===== config.mk =====
export PLATFORM = sky130hd
export DESIGN_NAME = action_dispatcher
export DESIGN_NICKNAME = d
export VERILOG_FILES = /design/src/rtl/action_dispatcher_pkg.sv /design/src/rtl/action_dispatcher_sync_fifo.sv /design/src/rtl/action_dispatcher.sv
export SDC_FILE = /design/constraint.sdc
export NUM_CORES = 1
export LEC_CHECK = 0
export CORE_MARGIN = 3
export CORE_UTILIZATION = 45
export DETAILED_ROUTE_END_ITERATION = 8
export PLACE_DENSITY = 0.73
export SYNTH_ARGS = -nofsm -noshare
export SYNTH_HDL_FRONTEND = slang
export SYNTH_HIERARCHICAL = 1
export SYNTH_SLANG_ARGS = --single-unit

===== constraint.sdc =====
create_clock -name clk -period 2.73 [get_ports clk]
set_input_delay 0.273 -clock clk [delete_from_list [all_inputs] [get_ports clk]]
set_output_delay 0.273 -clock clk [all_outputs]
set_load 0.05 [all_outputs]

===== src/rtl/action_dispatcher_pkg.sv =====
// action_dispatcher_pkg: shared encodings, bus widths and request layout for the action dispatcher.
package action_dispatcher_pkg;
  localparam int ADDR_BUS = 32;
  localparam int DATA_BUS = 32;
  localparam logic TRUE = 1'b1;
  localparam logic FALSE = 1'b0;
  typedef enum logic [2:0] {
    DSP_IDLE, DSP_RD_WAIT, DSP_START, DSP_RUN, DSP_RELEASE, DSP_REPORT
  } dsp_state_e;
  typedef enum logic [1:0] {
    CPL_OK = 2'd0, CPL_BAD_ID = 2'd1, CPL_TIMEOUT = 2'd2
  } cpl_err_e;
  typedef struct packed {
    logic [15:0] action;
    logic [7:0]  tag;
  } req_t;
  function automatic logic [ADDR_BUS-1:0] entry_addr(input logic [ADDR_BUS-1:0] base, input logic [15:0] id);
    return base + {14'd0, id, 2'b00};
  endfunction
endpackage


===== src/rtl/action_dispatcher_sync_fifo.sv =====
// sync_fifo: single-clock FIFO with registered full/empty and extra-MSB wrap pointers.
module sync_fifo #(
  parameter int WIDTH = 24,
  parameter int DEPTH = 4
) (
  input  logic             clk,
  input  logic             rst,
  input  logic             push_i,
  input  logic             pop_i,
  input  logic [WIDTH-1:0] wdata_i,
  output logic [WIDTH-1:0] rdata_o,
  output logic             full_o,
  output logic             empty_o
);
  localparam int AW = $clog2(DEPTH);
  logic [WIDTH-1:0] mem_q [DEPTH];
  logic [AW:0] wr_q, rd_q, wr_d, rd_d;
  logic full_q, empty_q;
  always_comb begin
    wr_d = wr_q + {{AW{1'b0}}, push_i & ~full_q};
    rd_d = rd_q + {{AW{1'b0}}, pop_i & ~empty_q};
  end
  always_ff @(posedge clk) begin
    if (rst) begin
      wr_q <= '0;
      rd_q <= '0;
      full_q <= 1'b0;
      empty_q <= 1'b1;
    end else begin
      wr_q <= wr_d;
      rd_q <= rd_d;
      full_q <= (wr_d[AW] != rd_d[AW]) && (wr_d[AW-1:0] == rd_d[AW-1:0]);
      empty_q <= wr_d == rd_d;
    end
  end
  always_ff @(posedge clk)
    if (push_i && !full_q) mem_q[wr_q[AW-1:0]] <= wdata_i;
  assign rdata_o = mem_q[rd_q[AW-1:0]];
  assign full_o = full_q;
  assign empty_o = empty_q;
endmodule


===== src/rtl/action_dispatcher.sv =====
// action_dispatcher: queues action requests, fetches the primitive-list address and runs the executor handshake.
module action_dispatcher
  import action_dispatcher_pkg::*;
#(
  parameter logic [31:0] TABLE_BASE = 32'h0000_1000,
  parameter int NUM_ACTIONS = 256,
  parameter int FIFO_DEPTH = 4,
  parameter int MEM_RD_LAT = 2,
  parameter int TIMEOUT_CYCLES = 4096
) (
  input  logic                clk,
  input  logic                rst,
  input  logic                req_valid_i,
  output logic                req_ready_o,
  input  logic [15:0]         req_action_i,
  input  logic [7:0]          req_tag_i,
  output logic                mem_ce_o,
  output logic                mem_we_o,
  output logic [ADDR_BUS-1:0] mem_addr_o,
  output logic [3:0]          mem_width_o,
  input  logic [DATA_BUS-1:0] mem_data_i,
  output logic                exec_start_o,
  output logic [ADDR_BUS-1:0] exec_addr_o,
  input  logic                exec_done_i,
  output logic                cpl_valid_o,
  output logic [7:0]          cpl_tag_o,
  output logic [1:0]          cpl_err_o
);
  localparam logic [15:0] TO_MAX = 16'(TIMEOUT_CYCLES - 1);
  localparam logic [7:0] RD_LAST = 8'(MEM_RD_LAT - 1);
  req_t head;
  logic fifo_full, fifo_empty, pop;
  dsp_state_e state_q;
  logic [15:0] to_q;
  logic [7:0] rd_cnt_q;
  logic ce_q, start_q, cpl_valid_q;
  logic [ADDR_BUS-1:0] addr_q, exec_addr_q;
  logic [7:0] tag_q;
  cpl_err_e err_q;
  assign pop = (state_q == DSP_IDLE) && !fifo_empty;
  sync_fifo #(.WIDTH(24), .DEPTH(FIFO_DEPTH)) u_fifo (
    .clk(clk),
    .rst(rst),
    .push_i(req_valid_i & ~fifo_full),
    .pop_i(pop),
    .wdata_i({req_action_i, req_tag_i}),
    .rdata_o(head),
    .full_o(fifo_full),
    .empty_o(fifo_empty)
  );
  always_ff @(posedge clk) begin
    if (rst) begin
      state_q <= DSP_IDLE;
      to_q <= '0;
      rd_cnt_q <= '0;
      ce_q <= FALSE;
      start_q <= FALSE;
      cpl_valid_q <= FALSE;
      addr_q <= '0;
      exec_addr_q <= '0;
      tag_q <= '0;
      err_q <= CPL_OK;
    end else begin
      cpl_valid_q <= FALSE;
      case (state_q)
        DSP_IDLE: if (pop) begin
          tag_q <= head.tag;
          if (head.action >= 16'(NUM_ACTIONS)) begin
            err_q <= CPL_BAD_ID;
            cpl_valid_q <= TRUE;
            state_q <= DSP_REPORT;
          end else begin
            addr_q <= entry_addr(TABLE_BASE, head.action);
            ce_q <= TRUE;
            rd_cnt_q <= '0;
            state_q <= DSP_RD_WAIT;
          end
        end
        DSP_RD_WAIT: if (rd_cnt_q == RD_LAST) begin
          ce_q <= FALSE;
          to_q <= '0;
          if (mem_data_i == '0) begin
            err_q <= CPL_OK;
            cpl_valid_q <= TRUE;
            state_q <= DSP_REPORT;
          end else begin
            exec_addr_q <= {mem_data_i[31:2], 2'b00};
            state_q <= DSP_START;
          end
        end else rd_cnt_q <= rd_cnt_q + 8'd1;
        DSP_START, DSP_RUN, DSP_RELEASE: if (to_q == TO_MAX) begin
          // timeout abandons the executor without waiting for done to drop
          start_q <= FALSE;
          err_q <= CPL_TIMEOUT;
          cpl_valid_q <= TRUE;
          state_q <= DSP_REPORT;
        end else begin
          to_q <= to_q + 16'd1;
          if (state_q == DSP_START && !exec_done_i) begin
            start_q <= TRUE;
            to_q <= '0;
            state_q <= DSP_RUN;
          end else if (state_q == DSP_RUN && exec_done_i) begin
            start_q <= FALSE;
            state_q <= DSP_RELEASE;
          end else if (state_q == DSP_RELEASE && !exec_done_i) begin
            err_q <= CPL_OK;
            cpl_valid_q <= TRUE;
            state_q <= DSP_REPORT;
          end
        end
        default: state_q <= DSP_IDLE;
      endcase
    end
  end
  assign req_ready_o = ~fifo_full;
  assign mem_ce_o = ce_q;
  assign mem_we_o = FALSE;
  assign mem_addr_o = addr_q;
  assign mem_width_o = ce_q ? 4'd4 : 4'd0;
  assign exec_start_o = start_q;
  assign exec_addr_o = exec_addr_q;
  assign cpl_valid_o = cpl_valid_q;
  assign cpl_tag_o = tag_q;
  assign cpl_err_o = err_q;
endmodule


### Word level (Yosys, flattened, before mapping)

Memories as Yosys holds them, arrays and structs flattened. A register that Yosys moved wholly into a read port is not among the register bits.
Index checks and enable logic that the tools add are counted.

* mux-type cells: 46
* bitwise logic cells: 7
* $lt $le $gt $ge: 1
* reduce and logical (&&, ||, !) cells: 25
* equality and inequality tests: 20
* add/sub/neg operators: 5

Operator list (number)
* $mux 16: 3
* $logic_not 32->1: 1
* $pmux 16 s2: 1
* $mux 3: 9
* $mux 8: 3
* $add 13x18->19 const A: 1
* $mux 2: 9
* $add 16x1->16 const B: 1
* $eq 16x12->1 const B: 1
* $ge 16x9->1 const B: 1
* $mux 1: 16
* $pmux 8 s2: 1
* $reduce_and 3->1: 4
* $ne 2x2->1 const B: 5
* $ne 3x3->1 const B: 3
* $pmux 3 s3: 1
* $add 8x1->8 const B: 1
* $eq 8x1->1 const B: 1
* $reduce_and 4->1: 2
* $reduce_and 8->1: 1
* $add 3x1->3: 2
* $eq 3x2->1 const B: 2
* $logic_and 1x1->1: 6
* $pmux 2 s3: 1
* 17 further kinds: 28

* register bits after elaboration: 110
* bits in writable memories: 96
* bits of input ports: 60
* memories kept: 1

Memory list
* u_fifo.mem_q: depth 4, bits a word 24, read ports 1, clocked after memory_dff 1, write ports 1, line action_dispatcher_sync_fifo.sv:16 `logic [WIDTH-1:0] mem_q [DEPTH];`

### Longest topological paths before layout

Gate-level depths: netlist (run 1).

* depth after elaboration: 7
* depth in mapped cells: 11

### Cells and area by module

The synthesis (run 1) kept the hierarchy.

By module, submodules not included
* action_dispatcher: sequential area each 1741.7 um^2, area an instance 4005.1 um^2, cells each 464, times used 1
* sync_fifo: sequential area each 3042.9 um^2, area an instance 3849.9 um^2, cells each 159, times used 1

### Least setup slack after synthesis (run 1)

Ideal clock, no wire load.

* path type: reg-to-reg
* from: register u_fifo.full_q (netlist: u_fifo/full_o)
* to: memory u_fifo.mem_q[0][0], enable pin
* stages on the path, launching flop included: 4
* period minus slack after synthesis: 2.910 ns
* setup slack: -0.180 ns
* arrival time: 2.470 ns
* buffers on the path: 0
* data required time: 2.290 ns
* library setup time: 0.440 ns
* cells stage by stage: dfxtp_1 -> nor2b_1 -> nor2b_1 -> nor3b_1

* cells in the longest elaborated chain, start to end: 5
* elaborated cells between the ends (all ways): 6

Ends and longest elaborated chain
* start: declaration: line action_dispatcher_sync_fifo.sv:18 `logic full_q, empty_q;`
* start signal: assignment: line action_dispatcher_sync_fifo.sv:32 `full_q <= (wr_d[AW] != rd_d[AW]) && (wr_d[AW-1:0] == rd_d[AW-1:0]);`
* $not 1->1: line action_dispatcher.sv:44 `.push_i(req_valid_i & ~fifo_full),`
* $and 1x1->1: line action_dispatcher.sv:44
* $logic_and 1x1->1 *: line action_dispatcher_sync_fifo.sv:37 `if (push_i && !full_q) mem_q[wr_q[AW-1:0]] <= wdata_i;`
* $mux 1 *: line action_dispatcher_sync_fifo.sv:37
* $mux 1 (implied by the code) *: line action_dispatcher_sync_fifo.sv:37
* end: declaration: line action_dispatcher_sync_fifo.sv:16

Mark *: on every way between the ends. The rest lies on a longest branch, timed or not.

==> results of run 1 <==
[cells by family after synthesis]
group / Yosys count
simple gates: 204
flops: 191
compound gates: 89
buf+inv: 62
mux: 54
xor+xnor: 13
fa+ha+maj: 9
other cells: 1
[path summary, 6_finish.rpt]
path / end / slack [ns]
worst max-delay path: rd_cnt_q[6] / 0.22
worst min-delay path: exec_addr_o[28] / 0.29
worst max register to register: rd_cnt_q[6] / 0.22
worst min register to register: cpl_tag_o[1] / 0.46
[power by group through the flow]
stage / logic (mW) / registers (mW) / clock network [mW]
final: 1.50 / 3.30 / 2.27
after CTS: 1.51 / 3.29 / 2.32
after global placement: 1.47 / 3.34 / 0
after detailed placement: 1.50 / 3.36 / 0
after floorplan: 0.906 / 3.52 / 0
after global routing: 1.63 / 3.32 / 2.45
[state kept, by name (all words and copies together), names as in the netlist, 2 cells and up]
name,flops
exec_addr_o,30
cpl_tag_o,8
rd_cnt_q,8
u_fifo/wr_q,3
mem_addr_o,17
u_fifo/mem_q,96
u_fifo/rd_q,3
to_q,16
cpl_err_o,2
state_q,3
[area by class of cell]
type                    count  area, sq um
clock buffers              19          433
multi-input cells         390         2750
fillers                  1344         7030
inverters                  10         37.5
well taps                 220          275
repair buffers            144         1400
clock inverters            13          111
flip-flops and latches    191         4790
[cell usage after synthesis, types with 3 or more instances]
cell | instances | area, sq um
sky130_fd_sc_hd__nand4_1 | 10 | 62.6
sky130_fd_sc_hd__mux4_2 | 20 | 450
sky130_fd_sc_hd__dfxtp_1 | 95 | 1900
sky130_fd_sc_hd__a311oi_1 | 7 | 61.3
sky130_fd_sc_hd__nand2_1 | 61 | 229
sky130_fd_sc_hd__xor2_1 | 4 | 35.0
sky130_fd_sc_hd__a31oi_1 | 7 | 43.8
sky130_fd_sc_hd__nand3_1 | 5 | 25.0
sky130_fd_sc_hd__buf_4 | 24 | 180
sky130_fd_sc_hd__a21oi_1 | 39 | 195
sky130_fd_sc_hd__and3_1 | 11 | 68.8
sky130_fd_sc_hd__o2bb2ai_1 | 3 | 26.3
sky130_fd_sc_hd__nor4_1 | 10 | 62.6
sky130_fd_sc_hd__buf_6 | 3 | 33.8
sky130_fd_sc_hd__mux2i_1 | 30 | 300
sky130_fd_sc_hd__mux4_1 | 4 | 105
sky130_fd_sc_hd__nor3_1 | 12 | 60.1
sky130_fd_sc_hd__clkbuf_8 | 3 | 41.3
sky130_fd_sc_hd__xnor2_1 | 9 | 78.8
sky130_fd_sc_hd__ha_1 | 9 | 113
sky130_fd_sc_hd__buf_2 | 8 | 40.0
sky130_fd_sc_hd__nor2b_1 | 8 | 50.1
sky130_fd_sc_hd__nor2_1 | 66 | 248
sky130_fd_sc_hd__a41oi_1 | 3 | 26.3
sky130_fd_sc_hd__a211oi_1 | 7 | 52.6
sky130_fd_sc_hd__o21ai_0 | 10 | 50.1
sky130_fd_sc_hd__inv_1 | 9 | 33.8
sky130_fd_sc_hd__nor3b_1 | 3 | 22.5
sky130_fd_sc_hd__edfxtp_1 | 96 | 2880
sky130_fd_sc_hd__clkbuf_1 | 12 | 45.0
[stage by stage]
step	setup WS (ns)	power, mW	util
detailed placement	0.127	4.86	0.549
global route	0.0157	7.39	0.582
CTS	0.0609	7.12	0.582
global placement	0.172	4.81	0.549
finish	0.220	7.07	0.582
floorplan	0.292	4.43	-
[metal layers]
| metal | up-vias | track usage | wire length, um | share of wire |
|---|---|---|---|---|
| met5 | - | 0 | 0 | 0 |
| met4 | 0 | 0.0447 | 223 | 0.013 |
| met3 | 25 | 0.0504 | 977 | 0.059 |
| met2 | 200 | 0.302 | 8370 | 0.50 |
| met1 | 2604 | 0.226 | 7060 | 0.42 |
| li1 | 2522 | - | - | - |
[worst max-delay path, cell delays in order, from the launching register on]
cell and delay, ns:
sky130_fd_sc_hd__dfxtp_2 0.43, sky130_fd_sc_hd__mux4_1 0.60, sky130_fd_sc_hd__inv_1 0.08, sky130_fd_sc_hd__ha_1 0.12, sky130_fd_sc_hd__nor4b_1 0.23, sky130_fd_sc_hd__buf_4 0.17
sky130_fd_sc_hd__a31oi_1 0.22, sky130_fd_sc_hd__nor3_1 0.32, sky130_fd_sc_hd__xnor2_1 0.16, sky130_fd_sc_hd__nor2_1 0.05
[what timing repair did]
| item | in CTS | in global routing |
|---|---|---|
| resized for setup | 0 | 3 |
| hold endpoints to repair | 0 | 0 |
| endpoints found under the setup margin | 0 | 20 |
| hold buffers | 0 | 0 |
==> results by stage, run 1 <==
Status:
- The flow ran to the end, and the final reports show no timing, DRC or antenna violations.

Hold path:
- The depth of the worst hold-timing path is 2.
- The tightest min-delay check is of the input port to flip-flop type.
- The hold path startpoint is rst.

CTS:
- The H-tree was split into 4 levels.
- The root buffer cell is sky130_fd_sc_hd__clkbuf_16.
- After clock tree synthesis, the clock-pin slew on the worst setup and hold paths is 0.07 ns.
- The longest clock path from root to sink contains 2 buffers.
- The number of sinks handled by clock tree synthesis is 191.
- TritonCTS built the clock tree.
- For the worst-skew pair, the clock arrives at the later sink with an insertion delay of 0.44 ns.
- The number of setup buffers added after CTS is 0.
- TritonCTS created 17 clock buffers.

Die:
- The number of ports placed on the die boundary is 143.
- The core outline area is 16800 sq um.
- The die boundary width is approximately 140 um.
- For this configuration, the core starts out at a cell density of 0.467.
- The initialized floorplan defines 47 standard-cell rows.
- The floorplan step set the die height to 138 um.
- The die covers 19100 sq um.

Yosys:
- Counting flops with a built-in enable in the synthesized netlist gives 96.
- The adder-cell share of the synthesized area is 0.0143.
- The post-synthesis register bit count is 191.
- The XOR/XNOR share of the synthesized area is 0.0145.
- By area, the combinational part of the netlist is dominated by simple AND/OR/NAND/NOR gates.
- The area fraction in and, or, nand and nor cells after synthesis is 0.127.
- Counting distinct cell types in the post-synthesis netlist gives just under 60.
- Of the synthesized area, sequential elements account for 0.609.
- In the synthesized netlist the dominant register cell turns out to be sky130_fd_sc_hd__edfxtp_1.
- Of all flip-flops after synthesis, the portion carrying an async set or reset was 0.
- The complex-gate fraction of the synthesized area is 0.0726.
- The summed instance area of the synthesized netlist is 7860 sq um.
- Synthesis produced a netlist whose cell count is 623.
- The per-instance average area after synthesis is 12.6 sq um.
- During synthesis, Yosys emitted a total of 6 warnings.
- Measured against the total synthesized area, the mux share comes to 0.109.

Timing:
- Setup repair after global routing left no endpoint under its margin.
- The number of slew-limit violations in the final report is 0.
- The transition time at the pin with the least slew margin is between 0.6 and 0.7 ns.
- Hold timing on the final database bottoms out at a slack of 0.294 ns.
- The total count of hold-check failures in the final report was 0.
- Across the routed clock network, the largest skew measured is 0.00766 ns.
- The number of setup violations in the final report is 0.
- The smallest clock period supported by the final layout is computed as about 2.5 ns.
- Dividing the final minimum period by the clock period gives 0.920.
- Static timing analysis puts the maximum clock frequency at 0.398 GHz.
- Adding up every negative setup slack in the final design gives 0 ns.
- Measured against its own limit, the worst slew margin works out to 0.543.

Pwr:
- The internal power consumption is 4.96 mW.
- The leakage power summed over all cells is 3.57 nW.
- The net load switching power is 2.11 mW.
- The share of total power dissipated in sequential elements is 0.466.
- Power spread over the standard cell area amounts to 722 nW/um^2.
- The portion of total power attributed to combinational logic is 0.213.
- The highest ir drop seen on vdd is 0.000562 V.
- The share of total power consumed by net switching is 0.298.
- The proportion of power drawn by the clock network is 0.321.

Setup path:
- The kind of critical path is flip-flop to flip-flop.
- The critical path launch point is u_fifo/rd_q[0].
- The largest driver fanout on the critical path is 7.
- The number of cells on the worst reg-to-reg path is 9.
- In this run the critical register-to-register path is launched from u_fifo/rd_q[0].
- STA puts the critical path data arrival time at 2.83 ns.
- STA classifies the critical path endpoint as a flip-flop.
- The kind of start point of the critical path is a flip-flop.
- The required time at the worst-slack endpoint is 3.05 ns.

Global route:
- The via count of the first global-routing pass came to 5223.
- In the global route stage, overall resource usage came out at 0.178.
- For this run the aggregate overflow at the end of global routing stands at 0.
- The initial antenna violation count is 0.
- The first global-routing pass estimated 27.5 mm of wire.
- Entering global routing, the biggest net connects 34 pins.

Finish:
- Leaving out fill and tap cells, the most frequent cells in the layout are sky130_fd_sc_hd__clkdlybuf4s50_1 (120), sky130_fd_sc_hd__edfxtp_1 (96), sky130_fd_sc_hd__dfxtp_1 (93).
- The number of cells in the finished layout apart from fillers is 987.
- Compared with the post-synthesis result, the final layout area differs by 24.7%.
- The number of nets in the layout is 823.
- The number of diodes added for antenna fixing is 0.
- The fraction of layout cells with a size suffix above 1 is 0.116.
- Once layout is done, the placed cells without fillers occupy 9790 sq um.
- Leaving out fill and tap cells, the most frequent cell in the layout is sky130_fd_sc_hd__clkdlybuf4s50_1.

Place:
- The detailed placer's ending HPWL is about 12 mm.
- At the end of routability-driven placement, the weighted congestion stood at about 0.83.
- In this run the cell area measured after placement is 9240 sq um.
- Including well taps, the total number of placed cells is approximately 960.
- The count of input and output buffers is 121.

Drt:
- Using the TritonRoute via totals, the vias-per-cell ratio works out to 5.42.
- The total DRC errors in the routed layout is 0.
- After detailed routing, the average wire length per cell comes to 16.9 um.
- The antenna violation net count after detailed routing is 0.
- The total length of routed wires is approximately 17 mm.
- The initial DRC count is 387.
- The total vias in the final route is 5351.
- Before antenna repair, the detailed router went through 5 iterations.

Job:
- Max-cap violations in this run came to 0.
Note: power is estimated with default switching activity, not from simulation.
==> inputs of run 2 (changes only) <==
--- a/config.mk
+++ b/config.mk
@@ -11,5 +11,4 @@
 export PLACE_DENSITY = 0.73
 export SYNTH_ARGS = -nofsm -noshare
 export SYNTH_HDL_FRONTEND = slang
-export SYNTH_HIERARCHICAL = 1
 export SYNTH_SLANG_ARGS = --single-unit
==> run 2 against run 1 <==
  * Clock power is 7% higher
  * Non-clock buffer count is 3 lower
  * Synthesized cell count is 2.1% lower
  * Maximum frequency is 0.25% higher
  * Flip-flop and latch count stayed put
  * Clock skew is 0.0023 ns higher
  * Sequential power is 1% higher
  * Synthesized area is 1.5% lower
  * Die area is 1.4% lower
  * Worst setup slack better by 0.0063 ns
  * Cell count is 1.5% lower
  * First-iteration DRC count is 17% lower
  * Critical path type unchanged
  * Critical endpoint is now to_q[11]
  * Largest power group unchanged
  * Highest routed layer unchanged
==> results by stage, run 2 <==
Yosys:
- Ranked by instance count, the synthesized netlist is headed by sky130_fd_sc_hd__edfxtp_1 (96), sky130_fd_sc_hd__dfxtp_1 (95), sky130_fd_sc_hd__nor2_1 (61).
- The per-instance average area after synthesis is 12.7 sq um (+0.63%).
- The summed instance area of the synthesized netlist is 7740 sq um (-1.5%).
- The share of flip-flops with an asynchronous set or reset after synthesis is 0 (unchanged).
- By area the synthesized netlist is led by sky130_fd_sc_hd__edfxtp_1 (37%), sky130_fd_sc_hd__dfxtp_1 (25%), sky130_fd_sc_hd__mux4_2 (5.8%).
- The number of flops mapped to enable cells by yosys is 96 (unchanged).
- The commonest register cell after synthesis is sky130_fd_sc_hd__edfxtp_1.
- The largest total area in the synthesized netlist belongs to sky130_fd_sc_hd__edfxtp_1.
- The post-synthesis register bit count is 191 (unchanged).
- By instance count, the leading cell after synthesis is sky130_fd_sc_hd__edfxtp_1.
- The count of mapped cells out of synthesis was 610 (-2.1%).
- The synthesis warning total was 0 (-6).
- The sequential cell area fraction in the yosys report is 0.618 (+0.00906).
- The number of distinct library cell variants in the gate-level netlist after synthesis is 65 (+10%).
- The area fraction of the dominant cell type after synthesis is 0.372 (+0.00546).

Drt:
- The total length of routed wires came to 16.6 mm (-0.19%).
- The total DRC errors in the routed layout came to 0 (unchanged).
- The initial DRC count is 323 (-17%).
- The per-cell routed wire length came to 17.1 um (+1.3%).
- The antenna violation net count after detailed routing is 0 (unchanged).
- The total vias in the final route is 5183 (-3.1%).
- The mean number of vias per cell is 5.33 (-1.6%).
- The first-pass iteration count of the detailed router is 5 (unchanged).

Global route:
- The initial antenna violation count is 0 (unchanged).
- The wire length of the first global-routing pass came to 26.6 mm (-3.4%).
- The total congestion overflow came to 0 (unchanged).
- The overall global routing resource usage is 0.182 (+0.00490).
- The via count of the first global-routing pass was 5158 (-1.2%).
- The largest net degree at the start of global routing was 42 (+24%).

Timing:
- The worst-case clock skew is 0.00991 ns (+0.00225 ns).
- The transition time at the pin with the least slew margin is 0.771 ns (+0.0910 ns).
- The number of setup violations in the final report came to 0 (unchanged).
- The worst hold margin came to 0.405 ns (+0.111 ns).
- The post-route clock period utilization is 0.917 (-0.00232).
- The number of slew-limit violations in the final report is 0 (unchanged).
- The total count of hold-check failures in the final report is 0 (unchanged).
- The setup TNS after final layout was 0 ns (unchanged).
- Setup repair after global routing left no endpoint under its margin.
- The headroom to the max-slew limit is 0.486 (-0.0572).
- The fmax is 0.399 GHz (+0.25%).
- The final critical-path required period is 2.50 ns (-0.00633 ns).
- The setup slack of the critical path after layout is 0.226 ns (+0.00633 ns).

Place:
- The detailed placer's ending HPWL came to 11.4 mm (-4.2%).
- The placer congestion estimate is 0.765 (-8.3%).
- The count of input and output buffers is 121 (unchanged).
- The pre-CTS worst setup slack came to 0.230 ns (+0.104 ns).

Die:
- The number of rows in the core area is 47 (unchanged).
- The die boundary width is 137 um (-0.70%).
- The core outline area was 16700 sq um (-0.70%).
- The die height is 137 um (-0.70%).
- The full die area is 18800 sq um (-1.4%).
- The number of ports placed on the die boundary is 143 (unchanged).
- The initial cell density of the core is 0.463 (-0.00360).

Finish:
- Leaving out fill and tap cells, the most frequent cell in the layout is sky130_fd_sc_hd__clkdlybuf4s50_1.
- The number of inserted filler cells in the final layout was 1310 (-2.5%).
- From synthesis to final layout, the design area changed by 26.4%.
- The number of nets in the layout is 808 (-1.8%).
- The number of diodes added for antenna fixing is 0 (unchanged).
- The fraction of layout cells with a size suffix above 1 is 0.120 (+0.00364).
- The top cell types in the final layout, fill and taps aside, are sky130_fd_sc_hd__clkdlybuf4s50_1 (120), sky130_fd_sc_hd__edfxtp_1 (96), sky130_fd_sc_hd__dfxtp_1 (95).
- The number of flip-flops under the largest register name is 96 (unchanged).

Pwr:
- The leakage power summed over all cells is 3.55 nW (-0.56%).
- The power per cell area is 794 nW/um^2 (+10%).
- The total power draw is 7.77 mW (+9.9%).
- The highest ir drop seen on vdd is 0.000515 V (-8.4%).

Setup path:
- The largest driver fanout on the critical path is 13 (+6).
- The sort of element at the end of the critical path is a flip-flop.
- The kind of start point of the critical path is a flip-flop.
- The worst setup path is of the flip-flop to flip-flop kind.
- The family of cells with the greatest summed delay on the critical path is simple AND/OR/NAND/NOR gates.
- The reg-to-reg critical path startpoint is to_q[12].
- The required time at the worst-slack endpoint was 3.07 ns (+0.02 ns).
- The worst endpoint data arrival time was 2.85 ns (+0.02 ns).
- The combined buffer and inverter count along the critical path is 0 (-2).
- In this run the worst setup path begins at to_q[12].
- On the critical path, the stage with the largest delay is an instance of sky130_fd_sc_hd__or4_1.
- The signal on the critical path passes through or4_1 > or4_1 > nand2_1 > nand3_1 > a21oi_1.
- The delay of the slowest cell on the worst path is 0.64 ns (+0.04 ns).
- The most prevalent standard cell on the critical path is sky130_fd_sc_hd__or4_1.

CTS:
- The number of setup buffers added after CTS is 0 (unchanged).
- The source-to-sink clock delay at the later pin of the worst-skew pair came to 0.43 ns (about the same).
- The number of clock buffers inserted by TritonCTS is 17 (unchanged).
- The largest buffer count on any clock path is 2 (unchanged).
- The CTS tree is done.
- The post-cts repair resize count is 0 (unchanged).
- The number of sinks handled by clock tree synthesis came to 191 (unchanged).
- The root buffer cell is sky130_fd_sc_hd__clkbuf_16.
- The maximum level of the CTS H-tree is 4 (unchanged).
- The post-cts hold buffer count is 0 (unchanged).
- The clock-pin slew reported for the worst setup and hold paths after clock tree synthesis was 0.07 ns (about the same).

Job:
- The max-cap check violation count is 0 (unchanged).

Hold path:
- The path class of the tightest hold or removal check is input port to flip-flop.
- The hold path startpoint is rst.

Status:
- The flow ran to the end, and the final reports show no timing, DRC or antenna violations.
run 2: changes by cell type after synthesis, moves of 4 or more:
cell,delta
sky130_fd_sc_hd__a31oi_1,-5
sky130_fd_sc_hd__nand2_1,-23
sky130_fd_sc_hd__or3_1,+10
sky130_fd_sc_hd__o21ai_0,+9
sky130_fd_sc_hd__nand3_1,+7
sky130_fd_sc_hd__mux2i_1,+10
sky130_fd_sc_hd__a311oi_1,-4
sky130_fd_sc_hd__and3_1,-7
sky130_fd_sc_hd__nor2_1,-5
sky130_fd_sc_hd__a21oi_1,-7
sky130_fd_sc_hd__a211oi_1,-4
sky130_fd_sc_hd__nor3_1,-5
sky130_fd_sc_hd__and2_1,+6
sky130_fd_sc_hd__mux4_1,-4
run 2: worst register-to-register path, cell delays in order (launching register included):
cell and delay, ns:
sky130_fd_sc_hd__dfxtp_1 0.36, sky130_fd_sc_hd__or4_1 0.52, sky130_fd_sc_hd__or4_1 0.64, sky130_fd_sc_hd__nand2_1 0.22, sky130_fd_sc_hd__nand3_1 0.41, sky130_fd_sc_hd__a21oi_1 0.28
run 2: final cells by class:
class                      instances  area (sq um)  area share
tap                              220           275      0.0281
timing repair buffer             141          1380       0.141
clock buffer                      18           450      0.0460
clock inverter                    14           141      0.0144
sequential                       191          4780       0.489
multi-input combinational        378          2720       0.278
inverter                          10          37.5     0.00384
run 2: path summary, 6_finish.rpt:
| kind | endpoint | slack [ns] | cells past startpoint |
|---|---|---|---|
| max | to_q[11] | 0.23 | 5 |
| min | exec_addr_o[26] | 0.40 | 2 |
| max reg2reg | to_q[11] | 0.23 | 5 |
| min reg2reg | cpl_tag_o[5] | 0.46 | 2 |
run 2: logic make-up after synthesis:
group | synth area share
buffers and inverters | 0.0438
AO/OA/AOI/OAI | 0.0740
AND/OR/NAND/NOR | 0.130
multiplexers | 0.110
flip-flops | 0.618
XOR/XNOR | 0.00905
adder cells (fa/ha/maj) | 0.0145
other | 0.000485
run 2: stage by stage:
step	std cells	area, sq um	utilization
floorplan	630	7830	-
global placement	940	9200	0.551
detailed placement	940	9200	0.551
CTS	972	9790	0.586
global route	972	9790	0.586
finish	972	9790	0.586
run 2: power by group:
part	internal [mW]	total (mW)	switching (mW)	leakage (nW)
sequential	3.22	3.34	0.127	1.65
clock	1.27	2.43	1.16	0.286
combinational	0.797	1.99	1.20	1.62
run 2: layer usage:
metal | GRT usage | vias up | share of wire
li1 | - | 2481 | -
met1 | 0.230 | 2512 | 0.42
met2 | 0.311 | 173 | 0.50
met3 | 0.0522 | 17 | 0.069
met4 | 0.0449 | 0 | 0.012
met5 | 0 | - | 0
==> inputs of run 3 (changes only) <==
--- a/config.mk
+++ b/config.mk
@@ -8,7 +8,7 @@
 export CORE_MARGIN = 3
 export CORE_UTILIZATION = 45
 export DETAILED_ROUTE_END_ITERATION = 8
-export PLACE_DENSITY = 0.73
+export PLACE_DENSITY = 0.7
 export SYNTH_ARGS = -nofsm -noshare
 export SYNTH_HDL_FRONTEND = slang
 export SYNTH_SLANG_ARGS = --single-unit
==> constraint.sdc (replaced) <==
create_clock -name clk -period 3.01 [get_ports clk]
set_input_delay 0.301 -clock clk [delete_from_list [all_inputs] [get_ports clk]]
set_output_delay 0.301 -clock clk [all_outputs]
set_load 0.05 [all_outputs]
==> run 3 against run 2 <==
  * Die area unchanged
  * Sequential share of layout area rose by 0.64 points
  * Routed wire length decreased by 0.66%
  * First-iteration DRC count up 16%
  * Clock power fell by 18%
  * Count of clock-buffer cells in the layout increased by 1
  * Non-clock buffer count shrank 5
  * Worst hold slack got worse by 0.027 ns
  * Sequential power is 8.4% lower
  * Largest cell class unchanged
==> results by stage, run 3 (synthesis results as in run 2) <==
Drt:
- The mean number of vias per cell is 5.42 (+1.6%).
- The per-cell routed wire length is 17.1 um (-0.15%).
- The initial DRC count is 374 (+16%).
- The total length of routed wires is 16.5 mm (-0.66%).
- The total DRC errors in the routed layout is 0 (unchanged).
- The first-pass iteration count of the detailed router is 8 (+3).
- The antenna violation net count after detailed routing came to 0 (unchanged).
- The total vias in the final route is 5239 (+1.1%).

Pwr:
- The net load switching power is 2.13 mW (-14%).
- The leakage power summed over all cells is 3.48 nW (-2.1%).
- The highest ir drop seen on vdd was 0.000437 V (-15%).
- The internal power consumption is 4.67 mW (-12%).
- The share of total power consumed by net switching is 0.313 (-0.00654).
- The portion of total power attributed to combinational logic came to 0.255 (-0.002).
- The sequential fraction of design power is 0.450 (+0.020).
- The total power draw is 6.79 mW (-13%).
- The power per cell area came to 703 nW/um^2 (-11%).
- The proportion of power drawn by the clock network is 0.295 (-0.018).

Timing:
- The transition time at the pin with the least slew margin came to 0.726 ns (-0.0454 ns).
- The setup TNS after final layout was 0 ns (unchanged).
- The worst hold margin was 0.377 ns (-0.0275 ns).
- The fmax is 0.392 GHz (-1.9%).
- The number of setup violations in the final report is 0 (unchanged).
- The number of slew-limit violations in the final report is 0 (unchanged).
- The setup slack of the critical path after layout is 0.458 ns (+0.232 ns).
- Setup repair after global routing left no endpoint under its margin.
- The worst-case clock skew was 0.00807 ns (-0.00184 ns).
- The final critical-path required period was 2.55 ns (+0.0476 ns).
- The total count of hold-check failures in the final report is 0 (unchanged).
- The headroom to the max-slew limit came to 0.516 (+0.0303).
- The post-route clock period utilization is 0.848 (-0.0695).

CTS:
- The number of setup buffers added after CTS is 0 (unchanged).
- The number of sinks handled by clock tree synthesis was 191 (unchanged).
- The post-cts hold buffer count came to 0 (unchanged).
- The source-to-sink clock delay at the later pin of the worst-skew pair is 0.43 ns (about the same).
- TritonCTS built the clock tree.
- The largest buffer count on any clock path is 2 (unchanged).
- The maximum level of the CTS H-tree is 4 (unchanged).
- The post-cts repair resize count is 0 (unchanged).
- The cell sitting at the root of the clock tree is a sky130_fd_sc_hd__clkbuf_16.
- The clock-pin slew reported for the worst setup and hold paths after clock tree synthesis is 0.06 ns (about the same).
- The number of clock buffers inserted by TritonCTS came to 17 (unchanged).

Die:
- The die boundary width is 137 um (unchanged).
- The number of rows in the core area was 47 (unchanged).
- The core outline area is 16700 sq um (unchanged).
- The number of ports placed on the die boundary is 143 (unchanged).
- The die height is 137 um (unchanged).
- The initial cell density of the core is 0.463 (unchanged).
- The full die area is 18800 sq um (unchanged).

Finish:
- The utilization of the core after routing is 0.578 (-0.00757).
- The fraction of layout cells with a size suffix above 1 is 0.108 (-0.0112).
- The number of nets in the layout is 803 (-0.62%).
- The area growth from synthesis to layout is 24.8%.
- The number of diodes added for antenna fixing is 0 (unchanged).
- The most common cell after layout, fill and taps aside is sky130_fd_sc_hd__clkdlybuf4s50_1.
- The number of inserted filler cells in the final layout is 1355 (+3.4%).
- Leaving out fill and tap cells, the most frequent cells in the layout are sky130_fd_sc_hd__clkdlybuf4s50_1 (120), sky130_fd_sc_hd__edfxtp_1 (96), sky130_fd_sc_hd__dfxtp_1 (95).
- The number of flip-flops under the largest register name was 96 (unchanged).

Setup path:
- The worst-case register-to-register setup slack is 0.46 ns (+0.23 ns).
- The critical path is of the flip-flop to flip-flop type.
- The end of the worst register-to-register path is to_q[10].
- The slowest stage cell on the critical path is sky130_fd_sc_hd__or4_1.
- The worst reg-to-reg path cell count came to 5 (unchanged).
- The worst setup path is launched from a flip-flop.
- The reg-to-reg critical path startpoint is to_q[12].
- The largest driver fanout on the critical path came to 13 (unchanged).
- The delay of the slowest cell on the worst path came to 0.65 ns (about the same).
- The required time at the worst-slack endpoint is 3.35 ns (+0.28 ns).
- On the critical path the largest part of the delay comes from simple AND/OR/NAND/NOR gates.
- The worst endpoint data arrival time is 2.89 ns (+0.04 ns).
- The cell that appears most often on the critical path is sky130_fd_sc_hd__or4_1.
- The combined buffer and inverter count along the critical path is 0 (unchanged).
- Walking the worst path, the cells encountered are or4_1 > or4_1 > nand2_1 > nand3_1 > a21oi_1.
- The sort of element at the end of the critical path is a flip-flop.

Global route:
- The initial antenna violation count is 0 (unchanged).
- The largest net degree at the start of global routing is 40 (-4.8%).
- The overall global routing resource usage is 0.180 (-0.00211).
- The via count of the first global-routing pass is 5290 (+2.6%).
- The wire length of the first global-routing pass came to 26.3 mm (-1.1%).
- The total congestion overflow was 0 (unchanged).

Place:
- The detailed placer's ending HPWL was 11.4 mm (-0.17%).
- The count of input and output buffers is 121 (unchanged).
- The placer congestion estimate is 0.830 (+8.4%).
- The pre-CTS worst setup slack was 0.492 ns (+0.262 ns).

Status:
- The run finished with clean final reports.

Hold path:
- The depth of the worst hold-timing path was 2 (unchanged).
- For hold timing, the worst endpoint is exec_addr_o[13].
- The hold path startpoint is rst.
- The class of the tightest hold or removal check is input port to flip-flop.

Job:
- The max-cap check violation count is 0 (unchanged).
## run 3: changes by cell type in the layout (fill, tap and decap cells not counted), moves of 2 or more
| cell | delta |
|---|---|
| sky130_fd_sc_hd__inv_8 | -4 |
| sky130_fd_sc_hd__clkinv_1 | +2 |
| sky130_fd_sc_hd__clkbuf_1 | +2 |
| sky130_fd_sc_hd__buf_4 | -4 |
## run 3: how the worst max path moves through the flow
| stage | startpoint | endpoint | cells after the start |
|---|---|---|---|
| after global placement | mem_data_i[19] | exec_addr_o[11] | 7 |
| final | to_q[12] | to_q[10] | 5 |
| after global routing | to_q[12] | to_q[5] | 5 |
| after floorplan | u_fifo.rd_q[0] | mem_addr_o[13] | 11 |
| after detailed placement | state_q[0] | u_fifo.full_o | 8 |
| after CTS | state_q[0] | u_fifo.full_o | 8 |
## run 3: metal layers
layer  routed length [um]  up-vias  track usage  part of all wire
met2                 8280      188        0.309              0.50
met1                 6810     2560        0.219              0.41
li1                     -     2467            -                 -
met5                    0        -            0                 0
met4                  254        0       0.0621             0.015
met3                 1140       24       0.0511             0.069
## run 3: final cells by class
cell class | count | area [sq um] | area share
clock buffer | 19 | 433 | 0.0448
inverter | 10 | 37.5 | 0.00389
multi-input combinational | 378 | 2710 | 0.281
clock inverter | 13 | 88.8 | 0.00920
tap | 220 | 275 | 0.0285
timing repair buffer | 136 | 1330 | 0.138
sequential | 191 | 4780 | 0.495
## run 3: worst register-to-register path, cell delays in order, from the launching register on
cell                      delay, ns
sky130_fd_sc_hd__dfxtp_1       0.35
sky130_fd_sc_hd__or4_1         0.54
sky130_fd_sc_hd__or4_1         0.65
sky130_fd_sc_hd__nand2_1       0.22
sky130_fd_sc_hd__nand3_1       0.41
sky130_fd_sc_hd__a21oi_1       0.30
## run 3: power by group through the flow
stage / combinational (mW) / sequential [mW] / clock, mW
global placement: 1.70 / 3.10 / 0
global route: 1.88 / 3.08 / 2.14
CTS: 1.74 / 3.06 / 2.04
finish: 1.73 / 3.06 / 2.00
floorplan: 1.10 / 3.27 / 0
detailed placement: 1.73 / 3.12 / 0
## run 3: stage by stage
step / instances / area [sq um]
floorplan: 630 / 7820
global placement: 935 / 9140
detailed placement: 935 / 9140
CTS: 967 / 9660
global route: 967 / 9660
finish: 967 / 9660
